--- config.mk ---
export PLATFORM = sky130hd
export DESIGN_NAME = ps2_key_mapper
export DESIGN_NICKNAME = d
export VERILOG_FILES = /design/src/rtl/ps2_key_mapper.sv
export SDC_FILE = /design/constraint.sdc
export NUM_CORES = 1
export LEC_CHECK = 0
export ABC_CLOCK_PERIOD_IN_PS = 2800
export CAP_MARGIN = 5
export CORE_MARGIN = 4
export CORE_UTILIZATION = 54
export DETAILED_ROUTE_END_ITERATION = 10
export PLACE_DENSITY = 0.82
export SKIP_LAST_GASP = 1
export SLEW_MARGIN = 20
export SYNTH_ARGS = -nofsm -noshare
export SYNTH_HDL_FRONTEND = slang
export SYNTH_SLANG_ARGS = --single-unit
--- constraint.sdc ---
create_clock -name clk -period 2.8 [get_ports clk]
set_clock_uncertainty 0.05 [all_clocks]
set_input_delay 0.7 -clock clk [delete_from_list [all_inputs] [get_ports clk]]
set_output_delay 0.7 -clock clk [all_outputs]
set_load 0.01 [all_outputs]
--- src/rtl/ps2_key_mapper.sv ---
// ps2_key_mapper: decodes PS/2 make/break/E0 scancode bytes into note, octave and ADSR controls.
// Latency: every output is registered and updates in the cycle after the strobe carrying the byte.
// Backpressure: none; one byte may be accepted on every clock and is never stalled or dropped.
//
// Ports:
//   clk, reset (async, active-low)  scan_code/scan_valid  byte input with a one-cycle strobe
//   note/note_in                    sounding note index and any-note-held flag
//   octave_plus_plus/minus_minus    one-cycle octave step pulses
//   ADSR_selector                   envelope parameter select (0..4)
//   ADSR_plus_plus/minus_minus      one-cycle parameter step pulses
// Build option: define ARROW_REPEAT_EN so typematic repeats of the up/down arrows
// keep pulsing ADSR_plus_plus/ADSR_minus_minus while the arrow is held.
module ps2_key_mapper #(
    parameter int unsigned SEL_DEFAULT = 0
) (
    input  logic       clk,
    input  logic       reset,
    input  logic [7:0] scan_code,
    input  logic       scan_valid,
    output logic [3:0] note,
    output logic       note_in,
    output logic       octave_plus_plus,
    output logic       octave_minus_minus,
    output logic [2:0] ADSR_selector,
    output logic       ADSR_plus_plus,
    output logic       ADSR_minus_minus
);

    // Held-mask layout: bits 0..12 notes, then Z, X, up arrow, down arrow.
    localparam logic [4:0] K_Z    = 5'd13;
    localparam logic [4:0] K_X    = 5'd14;
    localparam logic [4:0] K_UP   = 5'd15;
    localparam logic [4:0] K_DN   = 5'd16;
    localparam logic [4:0] N_NOTE = 5'd13;

    typedef enum logic [1:0] {
        ST_IDLE,
        ST_EXT,
        ST_BRK,
        ST_EXT_BRK
    } state_t;

    state_t      state_q, state_d;
    logic [16:0] mask_q, mask_d;
    logic [3:0]  note_q, note_d;
    logic        note_in_q, note_in_d;
    logic [2:0]  sel_q, sel_d;
    logic        oct_pp_q, oct_pp_d;
    logic        oct_mm_q, oct_mm_d;
    logic        adsr_pp_q, adsr_pp_d;
    logic        adsr_mm_q, adsr_mm_d;

    logic        ext;
    logic        brk;
    logic        evt;
    logic        key_vld;
    logic [4:0]  key_idx;
    logic        sel_vld;
    logic [2:0]  sel_val;
    logic [12:0] rem_notes;
    logic [3:0]  low_note;

    // Prefix tracking; a prefix byte itself never produces an event.
    always_comb begin
        state_d = state_q;
        ext     = (state_q == ST_EXT) || (state_q == ST_EXT_BRK);
        brk     = (state_q == ST_BRK) || (state_q == ST_EXT_BRK);
        evt     = 1'b0;
        if (scan_valid) begin
            unique case (state_q)
                ST_IDLE: begin
                    if (scan_code == 8'hE0)      state_d = ST_EXT;
                    else if (scan_code == 8'hF0) state_d = ST_BRK;
                    else                         evt     = 1'b1;
                end
                ST_EXT: begin
                    if (scan_code == 8'hF0) begin
                        state_d = ST_EXT_BRK;
                    end else begin
                        state_d = ST_IDLE;
                        evt     = 1'b1;
                    end
                end
                // After F0 the next byte is always the code, even a stray prefix value.
                ST_BRK, ST_EXT_BRK: begin
                    state_d = ST_IDLE;
                    evt     = 1'b1;
                end
                default: state_d = ST_IDLE;
            endcase
        end
    end

    // Key lookup: held-mask keys give key_idx, selector keys give sel_val.
    always_comb begin
        key_vld = 1'b0;
        key_idx = 5'd0;
        sel_vld = 1'b0;
        sel_val = 3'd0;
        if (ext) begin
            case (scan_code)
                8'h75:   begin key_vld = 1'b1; key_idx = K_UP; end
                8'h72:   begin key_vld = 1'b1; key_idx = K_DN; end
                default: ;
            endcase
        end else begin
            case (scan_code)
                8'h1C:   begin key_vld = 1'b1; key_idx = 5'd0;  end
                8'h1D:   begin key_vld = 1'b1; key_idx = 5'd1;  end
                8'h1B:   begin key_vld = 1'b1; key_idx = 5'd2;  end
                8'h24:   begin key_vld = 1'b1; key_idx = 5'd3;  end
                8'h23:   begin key_vld = 1'b1; key_idx = 5'd4;  end
                8'h2B:   begin key_vld = 1'b1; key_idx = 5'd5;  end
                8'h2C:   begin key_vld = 1'b1; key_idx = 5'd6;  end
                8'h34:   begin key_vld = 1'b1; key_idx = 5'd7;  end
                8'h35:   begin key_vld = 1'b1; key_idx = 5'd8;  end
                8'h33:   begin key_vld = 1'b1; key_idx = 5'd9;  end
                8'h3C:   begin key_vld = 1'b1; key_idx = 5'd10; end
                8'h3B:   begin key_vld = 1'b1; key_idx = 5'd11; end
                8'h42:   begin key_vld = 1'b1; key_idx = 5'd12; end
                8'h1A:   begin key_vld = 1'b1; key_idx = K_Z;   end
                8'h22:   begin key_vld = 1'b1; key_idx = K_X;   end
                8'h16:   begin sel_vld = 1'b1; sel_val = 3'd0;  end
                8'h1E:   begin sel_vld = 1'b1; sel_val = 3'd1;  end
                8'h26:   begin sel_vld = 1'b1; sel_val = 3'd2;  end
                8'h25:   begin sel_vld = 1'b1; sel_val = 3'd3;  end
                8'h2E:   begin sel_vld = 1'b1; sel_val = 3'd4;  end
                default: ;
            endcase
        end
    end

    // Notes still held once the current key is released; lowest index takes over.
    always_comb begin
        rem_notes = mask_q[12:0] & ~(13'd1 << key_idx);
        low_note  = 4'd0;
        for (int i = 12; i >= 0; i--) begin
            if (rem_notes[i]) low_note = 4'(i);
        end
    end

    always_comb begin
        mask_d    = mask_q;
        note_d    = note_q;
        note_in_d = note_in_q;
        sel_d     = sel_q;
        oct_pp_d  = 1'b0;
        oct_mm_d  = 1'b0;
        adsr_pp_d = 1'b0;
        adsr_mm_d = 1'b0;
        if (evt) begin
            if (!brk) begin
                if (key_vld) begin
                    if (!mask_q[key_idx]) begin
                        mask_d[key_idx] = 1'b1;
                        if (key_idx < N_NOTE) begin
                            note_d    = key_idx[3:0];
                            note_in_d = 1'b1;
                        end
                        oct_mm_d  = (key_idx == K_Z);
                        oct_pp_d  = (key_idx == K_X);
                        adsr_pp_d = (key_idx == K_UP);
                        adsr_mm_d = (key_idx == K_DN);
                    end
`ifdef ARROW_REPEAT_EN
                    else begin
                        // Held arrows ramp the parameter on every typematic repeat.
                        adsr_pp_d = (key_idx == K_UP);
                        adsr_mm_d = (key_idx == K_DN);
                    end
`endif
                end
                if (sel_vld) sel_d = sel_val;
            end else if (key_vld && mask_q[key_idx]) begin
                mask_d[key_idx] = 1'b0;
                if ((key_idx < N_NOTE) && note_in_q && (key_idx[3:0] == note_q)) begin
                    // Releasing the sounding note falls back to the lowest held note;
                    // with none left the gate drops and the pitch is kept for release.
                    if (|rem_notes) note_d    = low_note;
                    else            note_in_d = 1'b0;
                end
            end
        end
    end

    always_ff @(posedge clk or negedge reset) begin
        if (!reset) begin
            state_q   <= ST_IDLE;
            mask_q    <= '0;
            note_q    <= 4'd0;
            note_in_q <= 1'b0;
            sel_q     <= 3'(SEL_DEFAULT);
            oct_pp_q  <= 1'b0;
            oct_mm_q  <= 1'b0;
            adsr_pp_q <= 1'b0;
            adsr_mm_q <= 1'b0;
        end else begin
            state_q   <= state_d;
            mask_q    <= mask_d;
            note_q    <= note_d;
            note_in_q <= note_in_d;
            sel_q     <= sel_d;
            oct_pp_q  <= oct_pp_d;
            oct_mm_q  <= oct_mm_d;
            adsr_pp_q <= adsr_pp_d;
            adsr_mm_q <= adsr_mm_d;
        end
    end

    assign note               = note_q;
    assign note_in            = note_in_q;
    assign ADSR_selector      = sel_q;
    assign octave_plus_plus   = oct_pp_q;
    assign octave_minus_minus = oct_mm_q;
    assign ADSR_plus_plus     = adsr_pp_q;
    assign ADSR_minus_minus   = adsr_mm_q;

endmodule

==> results of run 1 <==
## cell usage after synthesis (8+ instances only)
| cell | n | area [sq um] |
|---|---|---|
| dfrtp_1 | 31 | 776 |
| nand2_1 | 27 | 101 |
| nor2_1 | 21 | 78.8 |
| o21ai_0 | 19 | 95.1 |
| a21oi_1 | 13 | 65.1 |
| nand3_1 | 13 | 65.1 |
| a31oi_1 | 12 | 75.1 |
| inv_1 | 12 | 45.0 |
| buf_2 | 11 | 55.1 |
| nand4_1 | 10 | 62.6 |
| clkbuf_1 | 9 | 33.8 |
| nor3_1 | 9 | 45.0 |
| nor4_1 | 9 | 56.3 |
| o21ai_1 | 9 | 45.0 |
| o31ai_1 | 9 | 67.6 |
| o22ai_1 | 8 | 50.1 |
## logic make-up after synthesis
logic type | after synthesis | synth area share
AO/OA/AOI/OAI | 137 | 0.352
flip-flops | 31 | 0.269
AND/OR/NAND/NOR | 133 | 0.277
multiplexers | 7 | 0.0261
buffers and inverters | 38 | 0.0661
XOR/XNOR | 3 | 0.00913
## through the flow
| step | instance area [sq um] | setup TNS (ns) | std cells |
|---|---|---|---|
| 3_3_place_gp | 4050 | -31.61 | 543 |
| 2_1_floorplan | 2930 | -12.43 | 349 |
| 3_5_place_dp | 4050 | -37.04 | 543 |
| 4_1_cts | 4790 | -10.49 | 571 |
## what timing repair did
item,in CTS
setup buffers,18
pin swaps,26
gates cloned,3
endpoints found under the setup margin,28
resized for setup,138
==> results.md, run 1 <==
* Ys flop type: dfrtp_1
* Mapped Nets at 360
* Worst EP post-GRT repair: _633_/D
* Routability congestion estimate at 1.12
* Starting Density at 0.560
* Post-synth ARST share at 1.00
* CTS Root Buffer Type: clkbuf_8
* Pre-CTS WS at -1.51 ns
* Clk sink count at 31
* Seq/Total Area, Yosys at 0.269
* Worst End Pin Type: register data pin
* Post-synth EDFFs at 0
* CTS Buf Count at 5
* Err: [ERROR DPL-0038] Utilization greater than 100%, impossible to legalize
* Cell count after synthesis at 349
* FP Rows at 26
* Ys Warns at 0
* Run status: stopped before the end
* Cell Area, Synth at 0.00288 sq mm
* FF+latch count, synth at 31
* Library cells used by synthesis at 75
* Top-level I/O count at 23
* Height of the die at 81.0 um
* Synthesized area per cell at 8.25 sq um
* Post-CTS Hold Buffers at 0
* Largest net degree at the start of global routing at 32
* Post-DP HPWL at 8510 um
* Clock buffer depth at 2
* CTS H-tree depth at 2
* Die Wd at 81.0 um
* Stop stage: global routing (5_1_grt)
* IO buf count at 22
==> inputs of run 2 (changes only) <==
Settings changed: ABC_CLOCK_PERIOD_IN_PS 2800 to 3650, CORE_UTILIZATION 54 to 40, PLACE_DENSITY 0.82 to not set, PLACE_DENSITY_LB_ADDON set to 0.15.
Clock period 2.8 ns to 3.65 ns, I/O delays scaled along.
==> run 2 against run 1 <==
Effect of this change:
- the run now ends clean
- area after synthesis is the same
- synthesized cell count is the same
==> results.md, run 2 <==
* Worst-path clk slew at 0.07 ns
* Die Wd at 92.8 um
* Total Routed Length at 12500 um
* Cell count of the worst hold path at 2
* Run status: completed
* GRT Overall Usage at 0.284
* Global-route wire length before repair at 19000 um
* Critical Path Stages at 11
* Crit share post-route at 0.970
* Metal3 WL at 926 um
* Top-level I/O count at 23
* Congestion Overflow GR at 0
* Cell Area, Synth at 0.00288 sq mm
* Vias in the first global route at 3535
* CTS Root Buffer Type: clkbuf_8
* Max-cap violations at 0
* Cell count after synthesis at 349
* Total die area at 0.00862 sq mm
* Post-synth EDFFs at 0
* DR WL/cell at 20.8 um
* Synth-to-layout area growth at 66.2%
* Met1 Wirelength at 5700 um
* Drt first pass iters at 5
* Finished Core Util at 0.693
* Largest family of logic cells by synthesized area: compound AO/OA/AOI/OAI gates
* Height of the die at 92.8 um
* CTS tree: yes
* List of most frequent post-synthesis cells: dfrtp_1, nand2_1, nor2_1, o21ai_0
* Leak Pwr at 2.00 nW
* IO buf count at 22
* Clk Latency, worst-skew pair at 0.29 ns
* Hold/Removal Path Class: flop to flop
* Worst-Margin Slew at 0.570 ns
* CP Launch Type: input pin
* Mapped Nets at 360
* Vias/cell at 6.29
* Most common cell after layout, fill and taps aside: buf_4
* Pwr per Cell Area at 203 mW/mm^2
* Post-DP HPWL at 8630 um
* Fin crit period at 3.54 ns
* CTS Buf Count at 5
* DR top layer: met4
* Seq/Total Area, Yosys at 0.269
* Antenna diode count at 0
* Cell mode on critical path: buf_4
* Largest net degree at the start of global routing at 32
* Share of cells above drive strength 1 at 0.480
* Library cells used by synthesis at 75
* Post-route DRC at 0
* CP arrival at 3.67 ns
* Bufs and invs on worst path at 3
* Ys Warns at 0
* Synth area leaders: dfrtp_1, nand2_1, o21ai_0
* Worst Setup End Kind: flop
* Worst-path cell chain: clkbuf_2, and4bb_2, buf_4, nand4_1, buf_4, a31oi_4, a311o_1, o32a_1, a211o_4, o22ai_4, mux2_4
* Routability congestion estimate at 0.965
* Slowest-stage cell, CP: a211o_4
* Unrepaired setup endpoints after global routing: false
* Crit path max-delay family: compound AO/OA/AOI/OAI gates
* Simple logic cell fraction of the synthesized area at 0.277
* Antenna violations before repair at 0
* Yosys top cell area share at 0.269
* Final Max Tran Viols at 0
* Drt initial violations at 369
* FMAX at 282 MHz
* Fin nets at 516
* Worst vdd ir at 0.196 mV
* XOR/XNOR share of the synthesized area at 0.00913
* Pre-CTS WS at -0.880 ns
* Crit Path Class: input pin to flop
* Int Power at 689 uW
* Cells on worst reg2reg path at 9
* Sw power at 280 uW
* Detailed-route via count at 3786
* Post-synth ARST share at 1.00
* Core area at 0.00691 sq mm
* Ys flop type: dfrtp_1
* Final Setup Violations at 0
* Slew HR at 0.616
* Synthesized area per cell at 8.25 sq um
* Adder-Cell Fraction of Synth Area at 0
* Clock buffer depth at 2
* Final hold violation count at 0
* CP Max Fanout at 8
* Sequential power share at 0.370
* Post-route ant nets at 0
* Gate power share at 0.250
* Most common cell in the netlist: dfrtp_1
* CTS H-tree depth at 2
* Commonest cells after routing, fill and taps aside: buf_4, dfrtp_1, nand2_1, nor2_1, o21ai_0
* Worst path max stage delay at 0.39 ns
* Post-CTS Hold Buffers at 0
* Post-synthesis mux area share at 0.0261
* Clk sink count at 31
* Setup WS post-layout at 0.109 ns
* Wire length on met2 at 5620 um
* Clock network power share at 0.381
* Starting Density at 0.417
* Switching Fraction at 0.289
* Complex-gate fraction of the synthesized area at 0.352
* FF+latch count, synth at 31
* FP Rows at 30
* CP required at 3.78 ns
* Synth area leader: dfrtp_1
[run 2: cells by family (layout without fill, tap and decap cells)]
group	after synthesis	after routing
flip-flops	31	31
AND/OR/NAND/NOR	133	133
AO/OA/AOI/OAI	137	137
buffers and inverters	38	195
multiplexers	7	7
XOR/XNOR	3	3
[run 2: per-stage QoR]
stage | hold WS, ns | instance area, sq um | TNS (ns) | cells | power [mW]
3_3_place_gp | 0.411 | 4020 | -18.85 | 564 | 0.551
4_1_cts | 0.434 | 4510 | 0 | 587 | 0.941
5_1_grt | 0.446 | 4780 | 0 | 602 | 1.00
3_5_place_dp | 0.418 | 4020 | -17.55 | 564 | 0.553
6_report | 0.425 | 4780 | 0 | 602 | 0.969
2_1_floorplan | 0.417 | 2880 | 0 | 349 | 0.450
[run 2: path summary, 6_finish.rpt]
check	slack, ns	from	end
min	0.42	ADSR_selector[2]$_DFFE_PN0P_	ADSR_selector[2]$_DFFE_PN0P_
max in group asynchronous	2.28	reset	async pin
max reg2reg	0.60	state_q[0]$_DFFE_PN0P_	note[2]$_DFFE_PN0P_
min reg2reg	0.42	ADSR_selector[2]$_DFFE_PN0P_	ADSR_selector[2]$_DFFE_PN0P_
max	0.11	scan_code[6]	note[2]$_DFFE_PN0P_
min in group asynchronous	0.97	reset	ADSR_selector[2]$_DFFE_PN0P_
[run 2: power by group through the flow]
stage | Sequential, mW | Combinational, mW | Clock (mW)
finish | 0.358 | 0.242 | 0.369
detailed placement | 0.363 | 0.189 | 0
global route | 0.359 | 0.256 | 0.387
CTS | 0.357 | 0.213 | 0.372
global placement | 0.363 | 0.188 | 0
floorplan | 0.363 | 0.0876 | 0
[run 2: repair_timing]
| item | 4_1_cts | 5_1_grt |
|---|---|---|
| pin swaps | 20 | 28 |
| cloned | 0 | 1 |
| setup endpoints to repair | 26 | 26 |
| setup buffers | 16 | 14 |
| gates resized for setup | 59 | 51 |
[run 2: cell type report]
cell class / instances / area [sq um]
Clock inverter: 2 / 35.0
Sequential cell: 31 / 776
Tap cell: 96 / 120
Timing Repair Buffer: 175 / 1420
Clock buffer: 6 / 82.6
Inverter: 12 / 45.0
Fill cell: 558 / 2120
Multi-Input combinational cell: 280 / 2310
[run 2: layer usage]
layer | global-route usage | up-vias
met5 | 0 | -
met4 | 0.0781 | 0
met3 | 0.0504 | 31
met2 | 0.437 | 195
met1 | 0.407 | 1839
li1 | - | 1721
[run 2: worst register-to-register path: stages (launching register included)]
cell	delay (ns)
dfrtp_1	0.57
buf_4	0.34
a21oi_2	0.10
buf_4	0.15
a21o_1	0.17
a221o_1	0.36
a32o_2	0.29
a211o_4	0.31
o22ai_4	0.26
mux2_4	0.33
Note: power is estimated with default switching activity, not from simulation.
==> inputs of run 3 (changes only) <==
Settings changed: ABC_CLOCK_PERIOD_IN_PS 3650 to 4300.
Clock period 3.65 ns to 4.3 ns, I/O delays scaled along.
==> run 3 against run 2 <==
Effect of this change:
- combinational power is 33% lower
- largest cell class unchanged
- wire length is 13% lower
- final area is 15% lower
- sequential share of layout area is 2.8 points higher
- register-to-register slack better by 0.59 ns
- final cell count is 7.8% lower
- flip-flop and latch count stayed put
==> results.md, run 3 (synthesis gave the netlist of run 2 again) <==
* Run status: completed
* Drt initial violations at 314
* GRT Overall Usage at 0.258
* CP required at 4.44 ns
* FMAX at 238 MHz
* Synth-to-layout area growth at 41.4%
* CTS tree: yes
* Worst Setup End Kind: flop
* Share of cells above drive strength 1 at 0.318
* CP arrival at 4.34 ns
* CP Max Fanout at 16
* Slew HR at 0.537
* Detailed-route via count at 3433
* Drt first pass iters at 5
* Congestion Overflow GR at 0
* Total die area at 0.00862 sq mm
* Pwr per Cell Area at 178 mW/mm^2
* Antenna violations before repair at 1
* Post-CTS setup buffers at 0
* Final Max Tran Viols at 0
* Vias in the first global route at 3220
* Max-cap violations at 0
* CTS H-tree depth at 2
* DR WL/cell at 19.5 um
* FF-to-FF setup slack at 1.19 ns
* Pre-CTS WS at -0.254 ns
* Post-route ant nets at 0
* Top-level I/O count at 23
* Crit share post-route at 0.975
* Total Routed Length at 10800 um
* Vias/cell at 6.19
* Worst-path clk slew at 0.06 ns
* Leak Pwr at 1.70 nW
* Cells on worst reg2reg path at 11
* Worst-Margin Slew at 0.695 ns
* FP Rows at 30
* Starting Density at 0.417
* IO buf count at 22
* Commonest cells after routing, fill and taps aside: buf_4, dfrtp_1, nand2_1, nor2_1, clkdlybuf4s50_1
* Final hold violation count at 0
* Clock buffer depth at 2
* CTS Buf Count at 5
* WHS at 0.425 ns
* Post-route DRC at 0
* Antenna diode count at 0
* Hold/Removal Path Class: flop to flop
* Die Wd at 92.8 um
* CP Launch Type: input pin
* Clk sink count at 31
* Largest net degree at the start of global routing at 32
* Most common cell after layout, fill and taps aside: buf_4
* Post-DP HPWL at 8300 um
* CTS Root Buffer Type: clkbuf_8
* Global-route wire length before repair at 17500 um
* Post-CTS Hold Buffers at 0
* # resized after CTS at 0
* Setup WS post-layout at 0.106 ns
* Clk Latency, worst-skew pair at 0.29 ns
* Core area at 0.00691 sq mm
* Height of the die at 92.8 um
* Fin nets at 469
* Routability congestion estimate at 0.985
* Cell count of the worst hold path at 1
* Crit Path Class: input pin to flop
* Final Setup Violations at 0
* Fin crit period at 4.19 ns
* Worst vdd ir at 0.144 mV
==> run 3: changes by cell type in the layout (fill, tap and decap cells not counted), moves of 3 or more <==
cell,before,now
o21ai_0,16,19
nand3_1,10,13
nor4b_4,5,0
buf_6,13,0
mux2_1,0,3
o31ai_1,6,9
clkdlybuf4s50_1,14,20
nor4b_1,1,4
clkbuf_2,8,0
mux2_4,3,0
buf_4,137,103
==> run 3: layer usage <==
metal / GRT usage / share of wire / vias up
met5: 0 / 0.0013 / -
li1: - / - / 1617
met2: 0.388 / 0.44 / 148
met1: 0.378 / 0.46 / 1645
met4: 0.0598 / 0.016 / 2
met3: 0.0512 / 0.080 / 21
==> run 3: path summary, 6_finish.rpt <==
check | from | endpoint
setup / recovery | scan_code[6] | flop
hold / removal | ADSR_selector[1]$_DFFE_PN0P_ | ADSR_selector[1]$_DFFE_PN0P_
setup reg to reg | state_q[0]$_DFFE_PN0P_ | flop
hold reg to reg | ADSR_selector[1]$_DFFE_PN0P_ | ADSR_selector[1]$_DFFE_PN0P_
max in group asynchronous | reset | state_q[0]$_DFFE_PN0P_
min in group asynchronous | reset | ADSR_selector[1]$_DFFE_PN0P_
==> run 3: critical path, stage by stage <==
cell and delay [ns]:
clkdlybuf4s50_1 0.46, buf_4 0.19, or4b_4 0.54, a21oi_4 0.16, o21a_2 0.22, o32ai_1 0.11
a221o_1 0.29, a32o_2 0.29, a211o_4 0.35, or2_1 0.25, buf_12 0.16, o31ai_1 0.23
==> run 3: area by class of cell <==
class | instances | area (sq um)
Inverter | 12 | 45.0
Clock buffer | 8 | 100
Sequential cell | 31 | 776
Timing Repair Buffer | 128 | 1060
Tap cell | 96 | 120
Fill cell | 637 | 2840
Multi-Input combinational cell | 280 | 1970
==> run 3: power by group <==
group          leakage (nW)  switching (mW)  total, mW  internal [mW]
Combinational          1.25          0.0822      0.162         0.0802
Sequential            0.396         0.00603      0.302          0.296
Clock                0.0515           0.113      0.259          0.146
Total                  1.70           0.201      0.724          0.522
==> run 3: per-stage QoR <==
step	cell area, sq um	setup TNS, ns	std cells	power, mW	utilization
after floorplan	2880	0	349	0.382	-
after global routing	4070	-0.0213	555	0.754	0.589
after CTS	4010	0	555	0.724	0.580
after detailed placement	3910	-3.33	547	0.464	0.566
final	4070	0	555	0.724	0.589
after global placement	3910	-1.93	547	0.463	0.566
==> inputs of run 4 (changes only) <==
Settings changed: CELL_PAD_IN_SITES_DETAIL_PLACEMENT set to 1, CELL_PAD_IN_SITES_GLOBAL_PLACEMENT set to 1.
==> run 4 against run 3 <==
Effect of this change:
- global-route usage grew 4.9 points
- die area is the same
- first-iteration DRC count grew 52%
- highest routed layer is now met4
- register-to-register slack lost 0.25 ns
- via count grew 12%
==> results.md, run 4 (synthesis gave the netlist of run 2 again) <==
* Starting Density at 0.417
* CP arrival at 4.43 ns
* Drt first pass iters at 5
* Worst-path clk slew at 0.08 ns
* Leak Pwr at 1.84 nW
* FP Rows at 30
* Most common cell after layout, fill and taps aside: buf_4
* Global-route wire length before repair at 20400 um
* Max-cap violations at 0
* Routability congestion estimate at 0.942
* GRT Overall Usage at 0.306
* Clk sink count at 31
* Vias/cell at 6.68
* Height of the die at 92.8 um
* Clock buffer depth at 2
* Int Power at 571 uW
* IO buf count at 22
* FMAX at 233 MHz
* Clk Latency, worst-skew pair at 0.29 ns
* Total Routed Length at 13900 um
* CTS H-tree depth at 2
* Drt initial violations at 476
* Post-route DRC at 0
* Top-level I/O count at 23
* Commonest cells after routing, fill and taps aside: buf_4, dfrtp_1, nand2_1, nor2_1, clkdlybuf4s50_1
* CTS tree: yes
* Post-route ant nets at 0
* Multi-input logic area at 0.00204 sq mm
* Worst-Margin Slew at 0.541 ns
* Placed insts at 567
* Core area at 0.00691 sq mm
* Total die area at 0.00862 sq mm
* Congestion Overflow GR at 0
* CTS Root Buffer Type: clkbuf_8
* Vias in the first global route at 3721
* Fin nets at 491
* Clock network power share at 0.392
* Detailed-route via count at 3852
* Antenna violations before repair at 0
* Final hold violation count at 0
* CTS Buf Count at 5
* CP Max Fanout at 9
* CP Launch Type: input pin
* Crit share post-route at 0.999
* Hold/Removal Path Class: flop to flop
* Antenna diode count at 0
* DR WL/cell at 24.0 um
* Share of cells above drive strength 1 at 0.376
* Run status: completed
* Switching Fraction at 0.286
* Worst vdd ir at 0.163 mV
* Final Max Tran Viols at 0
* Crit Path Class: input pin to flop
* Slew HR at 0.630
* Synth-to-layout area growth at 49.2%
* Finished Core Util at 0.622
* Fin crit period at 4.29 ns
* Final Setup Violations at 0
* Post-route insts no fill at 577
* Die Wd at 92.8 um
* Sequential power share at 0.379
* Worst Setup End Kind: flop
* Fillers at 845
* CP required at 4.43 ns
* Register area at 776 sq um
* Gate power share at 0.229
* Largest net degree at the start of global routing at 32
* Sw power at 229 uW
* Pwr per Cell Area at 186 mW/mm^2
* Total power at 799 uW
* Post-DP HPWL at 10100 um
run 4: final cells by class:
class | count | area share
sequential | 31 | 0.181
clock buffer | 6 | 0.0192
tap | 96 | 0.0280
clock inverter | 2 | 0.00816
multi-input combinational | 280 | 0.474
timing repair buffer | 150 | 0.280
inverter | 12 | 0.0105
run 4: final timing paths:
kind,from,to,slack (ns),cells past startpoint
worst min-delay path,ADSR_selector[1]$_DFFE_PN0P_,ADSR_selector[1]$_DFFE_PN0P_,0.43,1
worst max-delay path,scan_code[0],note[3]$_DFFE_PN0P_,0.005,13
worst min register to register,ADSR_selector[1]$_DFFE_PN0P_,ADSR_selector[1]$_DFFE_PN0P_,0.43,1
worst max register to register,state_q[0]$_DFFE_PN0P_,note[3]$_DFFE_PN0P_,0.94,11
min in group asynchronous,reset,async pin,1.15,2
max in group asynchronous,reset,async pin,2.75,2
run 4: routing by layer:
layer | up-vias | part of all wire | GRT usage
met5 | - | 0 | 0
met4 | 0 | 0.032 | 0.0842
met1 | 1911 | 0.42 | 0.432
met2 | 237 | 0.46 | 0.490
met3 | 55 | 0.091 | 0.0398
li1 | 1649 | - | -
run 4: worst max-delay path, cell delays in order:
cell	delay (ns)
clkdlybuf4s50_1	0.40
buf_4	0.18
buf_4	0.15
and4b_1	0.21
o21a_2	0.27
nor3_4	0.37
mux2i_1	0.16
a221o_1	0.32
a32o_2	0.28
a211o_4	0.34
buf_4	0.15
o22a_1	0.20
o32a_1	0.32
run 4: what timing repair did:
| action | 4_1_cts | 5_1_grt |
|---|---|---|
| hold buffers | 0 | 0 |
| buffers inserted | 0 | 2 |
| gates resized for setup | 1 | 26 |
| pin swaps | 0 | 4 |
| endpoints found under the setup margin | 1 | 26 |
| cloned | 0 | 0 |
run 4: metrics by stage:
stage | area, sq um | setup TNS (ns) | hold WS (ns) | worst slack, ns
floorplan | 2880 | 0 | 0.417 | 0.486
global placement | 4030 | -1.89 | 0.410 | -0.205
CTS | 4160 | 0 | 0.439 | 0.00174
finish | 4300 | 0 | 0.429 | 0.00525
global route | 4300 | -0.212 | 0.465 | -0.0557
detailed placement | 4030 | -4.49 | 0.423 | -0.305
run 4: power groups by stage:
stage	sequential [mW]	clock (mW)	combinational, mW
after floorplan	0.308	0	0.0744
after global placement	0.307	0	0.160
after detailed placement	0.307	0	0.166
after CTS	0.302	0.323	0.168
after global routing	0.304	0.332	0.194
final	0.303	0.313	0.183
